## src/rtl/mem_arbiter.sv

```systemverilog
// Shares one fixed-latency single-ported memory between instruction fetch and load/store.
// Each access runs IDLE -> BUSY (LATENCY cycles) -> DONE; ties alternate between the ports.
module mem_arbiter #(
    parameter int LATENCY = 2
) (
    input  logic        clk,
    input  logic        reset,
    input  logic        if_req,
    input  logic [31:0] if_addr,
    output logic [31:0] if_rdata,
    output logic        if_ack,
    input  logic        d_req,
    input  logic        d_we,
    input  logic [31:0] d_addr,
    input  logic [31:0] d_wdata,
    output logic [31:0] d_rdata,
    output logic        d_ack,
    output logic        stall_F,
    output logic        stall_M,
    output logic        mem_en,
    output logic        mem_we,
    output logic [31:0] mem_addr,
    output logic [31:0] mem_wdata,
    input  logic [31:0] mem_rdata,
    output logic [31:0] n_fetch,
    output logic [31:0] n_data
);

    typedef enum logic [1:0] {IDLE, BUSY, DONE} state_t;

    localparam logic [3:0] CNT_INIT = 4'(LATENCY - 1);

    state_t     state;
    logic       owner_d;   // 1 = data port owns the access in flight
    logic       last_d;    // 1 = data port received the most recent grant
    logic [3:0] cnt;
    logic       grant_d;

    // On a tie the port that did not win last time is served.
    assign grant_d = d_req & (~if_req | ~last_d);

    assign stall_F = if_req & ~if_ack;
    assign stall_M = d_req & ~d_ack;

    always_ff @(posedge clk) begin
        if (reset) begin
            state     <= IDLE;
            owner_d   <= 1'b0;
            last_d    <= 1'b0;
            cnt       <= '0;
            mem_en    <= 1'b0;
            mem_we    <= 1'b0;
            mem_addr  <= '0;
            mem_wdata <= '0;
            if_ack    <= 1'b0;
            d_ack     <= 1'b0;
            if_rdata  <= '0;
            d_rdata   <= '0;
            n_fetch   <= '0;
            n_data    <= '0;
        end else begin
            if_ack <= 1'b0;
            d_ack  <= 1'b0;
            case (state)
                IDLE: begin
                    if (if_req || d_req) begin
                        owner_d   <= grant_d;
                        last_d    <= grant_d;
                        mem_en    <= 1'b1;
                        mem_we    <= grant_d & d_we;
                        mem_addr  <= grant_d ? d_addr : if_addr;
                        mem_wdata <= grant_d ? d_wdata : '0;
                        cnt       <= CNT_INIT;
                        state     <= BUSY;
                    end
                end
                BUSY: begin
                    if (cnt != 4'd0) begin
                        cnt <= cnt - 4'd1;
                    end else begin
                        // Last BUSY cycle: memory data is valid now, complete the access.
                        mem_en <= 1'b0;
                        mem_we <= 1'b0;
                        state  <= DONE;
                        if (owner_d) begin
                            d_ack  <= 1'b1;
                            n_data <= n_data + 32'd1;
                            if (!mem_we) d_rdata <= mem_rdata;
                        end else begin
                            if_ack   <= 1'b1;
                            n_fetch  <= n_fetch + 32'd1;
                            if_rdata <= mem_rdata;
                        end
                    end
                end
                DONE:    state <= IDLE;
                default: state <= IDLE;
            endcase
        end
    end

endmodule

```

## config.mk

```make
export PLATFORM = sky130hd
export DESIGN_NAME = mem_arbiter
export DESIGN_NICKNAME = d
export VERILOG_FILES = /design/src/rtl/mem_arbiter.sv
export SDC_FILE = /design/constraint.sdc
export NUM_CORES = 1
export LEC_CHECK = 0
export BUFFER_PORTS_ARGS = -buffer_cell sky130_fd_sc_hd__clkbuf_2
export CORE_MARGIN = 3
export CORE_UTILIZATION = 40
export DETAILED_ROUTE_END_ITERATION = 10
export GPL_TIMING_DRIVEN = 0
export PLACE_DENSITY = 0.68
export RECOVER_POWER = 100
export SYNTH_ARGS = -nofsm -noshare
export SYNTH_HDL_FRONTEND = slang
export SYNTH_SLANG_ARGS = --single-unit
```

## constraint.sdc

```tcl
create_clock -name clk -period 5.28 [get_ports clk]
set_input_delay 0.792 -clock clk [delete_from_list [all_inputs] [get_ports clk]]
set_output_delay 0.792 -clock clk [all_outputs]
set_load 0.03 [all_outputs]
```

==> out/metrics.csv, run 1 <==
metric,value,unit
R2R cell count,8,
post-synthesis cell type count,47,
final hold slack,0.453,ns
Setup Total Neg Slack,0,ns
CP Data Required Time,5.70,ns
hold crit path type,flip-flop to flip-flop,
row cnt,51,
max-slew violation count,0,
R2R Setup Slk,2.17,ns
total track usage,22.1,%
startpoint types,flip-flop,
NetSw,1370,uW
crit share post-route,58.9,%
clk sinks,203,
first-pass GRT wire length,39400,um
CP top delay family,simple AND/OR/NAND/NOR gates,
cts hold-fix bufs,0,
TritonCTS buffer count,22,
CP Cell Sequence,"inv_1, ha_1, or3b_1, clkbuf_1, nor3_1, clkbuf_1, nand2_1, a21oi_1",
Pint,2780,uW
LEAKAGE,0.00390,uW
Post-Syn Area,0.00805,mm^2
Net Sw Frac,33.0,%
Layout Cells excl Fill,1531,
P per Cell Area,400,mW/mm^2
status,finished clean,
deepest clock path buffer count,3,
layout cells sized above 1,13.3,%
WP buf/inv,3,
Final WS setup,2.17,ns
DRC Markers,0,
Crit. End Element,flip-flop,
final setup fails,0,
gp weighted congestion,0.850,
pre-CTS setup slack,2.50,ns
number of setup buffers added after CTS,0,
Area Growth Syn to Fin,28.8,%
RSZ-0062 raised after global routing,no,
post-DP HPWL,19800,um
worst skew pair latency,0.51,ns
post-synthesis sequential area ratio,50.5,%
CTS Root Cell,clkbuf_16,
Nets,1391,
antenna violations before repair,0,
vias,7688,
Crit Path Max Fanout,10,
number of diodes,0,
"Hold Violations, Final",0,
Core Region,0.0196,mm^2
Seq pwr share,42.4,%
Clock transition at path regs,0.06,ns
wire per inst,16.8,um
design area,0.0104,mm^2
worst vdd ir,0.000221,V
vias in the first global route,7256,
drt pass-1 iters,5,
CTS tree,yes,
Slew HR,11.4,%
final wirelength,25700,um
Placed Cells,1495,
crit path DAT,3.53,ns
"Slowest-stage cell, CP",nor3_1,
total grt overflow,0,
IO Port Bufs,330,
Starting Density,41.1,%
Die Y,148,um
HP Start,d_rdata[1]$_SDFFE_PP0P_,
most frequent cells in the layout,"clkbuf_1 (261), dfxtp_1 (203), nand2_1 (156)",
Fillers,2014,
Final ANT Viol Nets,0,
Top-Level Pins,331,
die width,148,um
syn_area_per_cell,8.94,um^2
Max Cap Viol,0,
Comb power frac,22.6,%
Yosys reg bits,203,
Placed Area,0.0100,mm^2
DIE AREA,0.0219,mm^2
Crit Reg-Reg Endpoint,if_rdata[25]$_SDFFE_PP0P_,
Hold Path Sink,d_rdata[1]$_SDFFE_PP0P_,
clk_skew,0.0243,ns
"most used cell, CP",clkbuf_1,
clock network power share,35.0,%
Setup Crit Path Kind,flip-flop to flip-flop,
Synth async-reset ratio,0,%
"commonest non-fill, non-tap cell in the layout",clkbuf_1,
Synthesis Warnings,0,
cells after synthesis,900,
Hold Path Depth,2,
Syn Nets,1037,
Post-synth EDFFs,0,
max frequency,0.321,GHz
"Top FF cell, synth",dfxtp_1,
Starting DRT DRC Count,237,
vias per std cell,5.02,
min Tclk post-route,3.11,ns
largest net degree at the start of global routing,13,
CTS resizes,0,
CP peak stage delay,1.05,ns
H-tree Lvls,1,
worst r2r src,cnt[0]$_SDFFE_PP0P_,
worst slew pin tran,1.32,ns
==> synth_stat cells, types with 7 or more instances <==
| cell | count | share of area, % |
|---|---|---|
| dfxtp_1 | 203 | 51 |
| nand2_1 | 156 | 7.3 |
| nor2_1 | 98 | 4.6 |
| a21oi_1 | 74 | 4.6 |
| clkbuf_1 | 47 | 2.2 |
| a211oi_1 | 34 | 3.2 |
| xnor2_1 | 34 | 3.7 |
| a22o_1 | 33 | 3.6 |
| mux2i_1 | 33 | 4.1 |
| nand3_1 | 23 | 1.4 |
| nor3_1 | 17 | 1.1 |
| xor2_1 | 17 | 1.9 |
| or3_1 | 13 | 1.0 |
| nand4_1 | 12 | 0.93 |
| nor4_1 | 11 | 0.86 |
| o21ai_0 | 11 | 0.68 |
| inv_1 | 10 | 0.47 |
| and4_1 | 9 | 0.98 |
| nor2b_1 | 7 | 0.54 |
==> final cells by class <==
cell class | count | area [um^2] | share of cell area (%)
multi-input cells | 626 | 3610 | 34.8
clock inverters | 4 | 31.3 | 0.302
plain buffers | 61 | 240 | 2.32
clock buffers | 32 | 648 | 6.25
repair buffers | 330 | 1400 | 13.5
flip-flops and latches | 203 | 4060 | 39.2
inverters | 10 | 37.5 | 0.362
well taps | 265 | 332 | 3.20
==> through the flow <==
stage,total power (uW),util [%]
after floorplan,2430,-
after global placement,2760,51.2
after detailed placement,2780,51.2
after CTS,4230,54.7
after global routing,4350,52.9
final,4150,52.9
==> worst max-delay path by stage <==
stage / from / end / slack (ns) / cells after the start
3_5_place_dp: reset / d_rdata[26]$_SDFFE_PP0P_ / 2.50 / 5
3_3_place_gp: reset / d_rdata[26]$_SDFFE_PP0P_ / 2.49 / 5
6_report: cnt[0]$_SDFFE_PP0P_ / if_rdata[25]$_SDFFE_PP0P_ / 2.17 / 8
2_1_floorplan: n_fetch[6]$_SDFFE_PP0P_ / n_fetch[31]$_SDFFE_PP0P_ / 3.07 / 5
4_1_cts: cnt[0]$_SDFFE_PP0P_ / if_rdata[25]$_SDFFE_PP0P_ / 2.61 / 8
5_1_grt: cnt[0]$_SDFFE_PP0P_ / n_data[26]$_SDFFE_PP0P_ / 1.89 / 8
==> state kept, by name (all words and copies together), names as in the netlist, 2 cells and up <==
signal and count:
mem_wdata 32, n_fetch 32, if_rdata 32, state 2
mem_addr 32, d_rdata 32, cnt 4, n_data 32
==> logic make-up after synthesis <==
| group | synth area share [%] |
|---|---|
| buffers and inverters | 3.73 |
| muxes | 4.29 |
| xor gates and xnor gates | 5.55 |
| adders and majority gates | 0.622 |
| AOI/OAI and AO/OA | 12.7 |
| DFF | 50.5 |
| and+or+nand+nor | 22.6 |
==> worst min-delay path: cells and delay by family, from the launching register on <==
kind             cells  cell delay (ns)
AO/OA/AOI/OAI        1             0.05
flip-flops           1             0.31
AND/OR/NAND/NOR      1             0.05
==> layer usage <==
| layer | share of wire [%] | wire length, um | track usage, % |
|---|---|---|---|
| met1 | 40 | 10200 | 26.7 |
| met2 | 50 | 13000 | 40.1 |
| met3 | 6.9 | 1780 | 4.38 |
| met4 | 2.8 | 721 | 6.24 |
| met5 | 0 | 0 | 0 |
==> power groups by stage <==
stage / logic, uW / clock network (uW) / registers (uW)
CTS: 988 / 1480 / 1760
detailed placement: 985 / 0 / 1790
floorplan: 388 / 0 / 2040
global placement: 978 / 0 / 1790
finish: 936 / 1450 / 1760
global route: 1020 / 1550 / 1780
Note: power is estimated with default switching activity, not from simulation.
==> inputs of run 2 (changes only) <==
PLACE_DENSITY = 0.71   (was 0.68)
clock period = 2.7 ns   (was 5.28 ns; I/O delays follow)
==> out/metrics.csv, run 2 (synthesized netlist as in run 1, its figures left out) <==
metric,value,unit,change
worst skew pair latency,0.49,ns,-0.02 ns
Die Y,148,um,unchanged
clk sinks,203,,unchanged
final hold slack,0.114,ns,-0.339 ns
Crit Path Max Fanout,10,,unchanged
Starting Density,41.1,%,unchanged
Slew HR,50.1,%,+39 points
Setup Crit Path Kind,flip-flop to flip-flop,,
DRC Markers,0,,unchanged
P per Cell Area,799,mW/mm^2,+100%
Area Growth Syn to Fin,30.4,%,
vias,7621,,-0.87%
CTS Root Cell,clkbuf_16,,
hold crit path type,input pin to flip-flop,,
gp weighted congestion,0.840,,-1.1%
Clock transition at path regs,0.06,ns,about the same
H-tree Lvls,1,,unchanged
crit share post-route,93.7,%,+35 points
total track usage,22.0,%,-0.18 points
Final ANT Viol Nets,0,,unchanged
RSZ-0062 raised after global routing,yes,,
total power draw,8380,uW,+100%
Fillers,1944,,-3.5%
DIE AREA,0.0219,mm^2,unchanged
vias in the first global route,7277,,+0.29%
number of diodes,0,,unchanged
wire per inst,16.6,um,-0.91%
die width,148,um,unchanged
CTS tree,yes,,
cts hold-fix bufs,0,,unchanged
pre-CTS setup slack,-0.00172,ns,-2.51 ns
antenna violations before repair,0,,unchanged
Max Cap Viol,0,,unchanged
worst vdd ir,0.000516,V,+130%
Placed Cells,1495,,unchanged
min Tclk post-route,2.53,ns,-0.582 ns
status,finished clean,,
max-slew violation count,0,,unchanged
Crit. End Element,flip-flop,,
largest net degree at the start of global routing,14,,+1
Final WS setup,0.170,ns,-2.00 ns
post-DP HPWL,19600,um,-1.0%
Core Region,0.0196,mm^2,unchanged
row cnt,51,,unchanged
"commonest non-fill, non-tap cell in the layout",clkbuf_1,,
number of setup buffers added after CTS,0,,unchanged
Nets,1392,,+0.072%
most frequent cells in the layout,"clkbuf_1 (250), dfxtp_1 (203), nand2_1 (156)",,
deepest clock path buffer count,3,,unchanged
total grt overflow,0,,unchanged
startpoint types,flip-flop,,
Top-Level Pins,331,,unchanged
drt pass-1 iters,4,,-1
layout cells sized above 1,14.7,%,+1.4 points
max frequency,0.395,GHz,+23%
TritonCTS buffer count,23,,+4.5%
first-pass GRT wire length,38900,um,-1.2%
final wirelength,25500,um,-0.91%
CP Data Required Time,3.06,ns,-2.64 ns
LEAKAGE,0.00395,uW,+1.2%
final setup fails,0,,unchanged
Starting DRT DRC Count,355,,+50%
crit path DAT,2.89,ns,-0.64 ns
vias per std cell,4.98,,-0.87%
clk_skew,0.00916,ns,-0.0151 ns
worst slew pin tran,0.742,ns,-0.578 ns
"Hold Violations, Final",0,,unchanged
IO Port Bufs,330,,unchanged
Layout Cells excl Fill,1531,,unchanged
[run 2: changes by cell type in the layout (fill, tap and decap cells not counted), moves of 3 or more]
cell,delta
nor3_2,+5
clkbuf_2,+4
clkbuf_8,-3
clkbuf_1,-11
nor3_1,-4
clkinv_2,+3
bufinv_16,+3
[run 2: cell type report]
cell class | count | area, um^2 | area share (%)
buffer | 61 | 258 | 2.46
clock buffer | 27 | 621 | 5.92
clock inverter | 9 | 120 | 1.15
inverter | 10 | 37.5 | 0.358
multi-input combinational | 626 | 3650 | 34.8
sequential | 203 | 4060 | 38.7
tap | 265 | 332 | 3.16
timing repair buffer | 330 | 1400 | 13.4
[run 2: final timing paths]
check                          start                   endpoint  slack [ns]  cells after the start
max              cnt[0]$_SDFFE_PP0P_   n_fetch[16]$_SDFFE_PP0P_        0.17                      9
min                       d_wdata[1]  mem_wdata[1]$_SDFFE_PP0P_        0.11                      2
max reg2reg      cnt[0]$_SDFFE_PP0P_   n_fetch[16]$_SDFFE_PP0P_        0.17                      9
min reg2reg  d_rdata[4]$_SDFFE_PP0P_    d_rdata[4]$_SDFFE_PP0P_        0.45                      2
[run 2: what timing repair did]
item	CTS	global route
gates resized for setup	1	7
endpoints found under the setup margin	4	23
endpoints found under the hold margin	0	0
[run 2: per-stage QoR]
stage                     util, %  area, um^2  setup TNS, ns
after floorplan                 -        8050              0
after global placement       51.2       10000              0
after detailed placement     51.2       10000       -0.00172
after CTS                    55.0       10800              0
after global routing         53.5       10500        -0.0386
final                        53.5       10500              0
[run 2: layer usage]
layer	track usage [%]	vias up	share of wire [%]	wire length (um)
li1	-	3821	-	-
met1	26.8	3501	41	10400
met2	38.9	256	50	12700
met3	5.03	43	6.6	1690
met4	6.33	0	2.7	686
met5	0	-	0	0
[run 2: worst max-delay path, stage by stage, from the launching register on]
cell and delay (ns):
dfxtp_1 0.34, inv_1 0.09, ha_1 0.19, or3b_1 0.40, or4_4 0.53, clkbuf_1 0.22, buf_8 0.20, nor3_2 0.22
xnor2_1 0.14, nor2_1 0.06
[run 2: power breakdown]
part	switching [uW]	internal, uW	leakage [uW]	total [uW]
sequential	159	3280	0.00165	3440
combinational	1340	511	0.00193	1850
clock	1190	1900	0.000372	3090
==> inputs of run 3 (changes only) <==
CAP_MARGIN = 15   (was unset)
CORE_ASPECT_RATIO = 1.4   (was unset)
==> out/metrics.csv, run 3 (synthesized netlist as in run 1, its figures left out) <==
metric,value,unit,change
status,finished clean,,
Fillers,1973,,+1.5%
Setup Crit Path Kind,flip-flop to flip-flop,,
gp weighted congestion,0.831,,-1.0%
total track usage,21.3,%,-0.69 points
post-DP HPWL,19200,um,-2.0%
crit share post-route,93.8,%,about the same
Starting DRT DRC Count,301,,-15%
die width,126,um,-15%
IO Port Bufs,330,,unchanged
clk sinks,203,,unchanged
max frequency,0.395,GHz,about the same
hold crit path type,input pin to flip-flop,,
LEAKAGE,0.00391,uW,-0.98%
Final WS setup,0.168,ns,-0.00195 ns
"commonest non-fill, non-tap cell in the layout",clkbuf_1,,
Crit Path Max Fanout,10,,unchanged
Core Region,0.0195,mm^2,-0.36%
vias in the first global route,7473,,+2.7%
worst vdd ir,0.000502,V,-2.7%
final wirelength,24700,um,-3.1%
Final ANT Viol Nets,0,,unchanged
Setup Total Neg Slack,0,ns,unchanged
total grt overflow,0,,unchanged
Clock transition at path regs,0.06,ns,about the same
Max Cap Viol,0,,unchanged
P per Cell Area,789,mW/mm^2,-1.2%
CTS tree,yes,,
H-tree Lvls,1,,unchanged
total power draw,8210,uW,-2.0%
CTS Root Cell,clkbuf_16,,
Top-Level Pins,331,,unchanged
Die Y,174,um,+18%
row cnt,60,,+18%
TritonCTS buffer count,20,,-13%
layout cells sized above 1,14.0,%,-0.71 points
worst skew pair latency,0.49,ns,about the same
crit path DAT,2.89,ns,about the same
DRC Markers,0,,unchanged
DIE AREA,0.0219,mm^2,+0.11%
Slew HR,54.4,%,+4.3 points
clk_skew,0.00833,ns,-0.000828 ns
pre-CTS setup slack,0.0739,ns,+0.0756 ns
worst slew pin tran,0.684,ns,-0.0575 ns
antenna violations before repair,0,,unchanged
startpoint types,flip-flop,,
deepest clock path buffer count,3,,unchanged
"Hold Violations, Final",0,,unchanged
CP Data Required Time,3.06,ns,about the same
Nets,1389,,-0.22%
max-slew violation count,0,,unchanged
Area Growth Syn to Fin,29.4,%,
vias per std cell,5.02,,+0.83%
RSZ-0062 raised after global routing,no,,
min Tclk post-route,2.53,ns,+0.00195 ns
largest net degree at the start of global routing,16,,+2
final setup fails,0,,unchanged
number of diodes,0,,unchanged
drt pass-1 iters,4,,unchanged
Starting Density,41.2,%,+0.15 points
vias,7599,,-0.29%
wire per inst,16.3,um,-2.0%
Crit. End Element,flip-flop,,
first-pass GRT wire length,38500,um,-1.2%
most frequent cells in the layout,"clkbuf_1 (258), dfxtp_1 (203), nand2_1 (156)",,
## run 3: cell type report
type,instances,area [um^2],share of cell area [%]
Sequential cell,203,4060,39.0
Timing Repair Buffer,330,1400,13.5
Clock buffer,27,568,5.46
Buffer,61,245,2.36
Tap cell,248,310,2.98
Multi-Input combinational cell,626,3650,35.1
Inverter,10,37.5,0.361
Clock inverter,9,128,1.23
## run 3: final timing paths
kind,from,end,slack (ns),depth (start not counted)
hold reg to reg,if_rdata[16]$_SDFFE_PP0P_,if_rdata[16]$_SDFFE_PP0P_,0.45,2
hold / removal,d_wdata[10],mem_wdata[10]$_SDFFE_PP0P_,0.12,2
setup reg to reg,cnt[0]$_SDFFE_PP0P_,n_fetch[24]$_SDFFE_PP0P_,0.17,9
setup / recovery,cnt[0]$_SDFFE_PP0P_,n_fetch[24]$_SDFFE_PP0P_,0.17,9
## run 3: stage by stage
step           util (%)  cells  hold slack [ns]  instance area [um^2]
2_1_floorplan         -    900            0.472                  8050
3_3_place_gp       51.3   1478            0.442                 10000
3_5_place_dp       51.3   1478            0.447                 10000
4_1_cts            54.8   1514            0.103                 10700
5_1_grt            53.3   1514            0.112                 10400
6_report           53.3   1514            0.124                 10400
## run 3: what timing repair did
action	CTS	global route
hold buffers	0	0
endpoints found under the setup margin	0	15
buffers inserted	0	0
resized for setup	0	2
## run 3: worst max-delay path, stage by stage, from the launching register on
cell      delay, ns
dfxtp_1        0.34
inv_1          0.09
ha_1           0.18
or3b_1         0.40
or4_4          0.51
clkbuf_1       0.22
buf_8          0.21
nor3_2         0.24
xnor2_1        0.16
nor2_1         0.05
## run 3: power by group
group	switching, uW	internal, uW
Sequential	163	3280
Clock	1180	1770
Combinational	1320	504
## run 3: layer usage
metal | GRT usage [%] | vias up | part of all wire (%)
met1 | 23.7 | 3454 | 38
met2 | 39.4 | 276 | 51
met4 | 7.29 | 0 | 3.3
met3 | 4.90 | 50 | 7.2
met5 | 0 | - | 0
li1 | - | 3819 | -
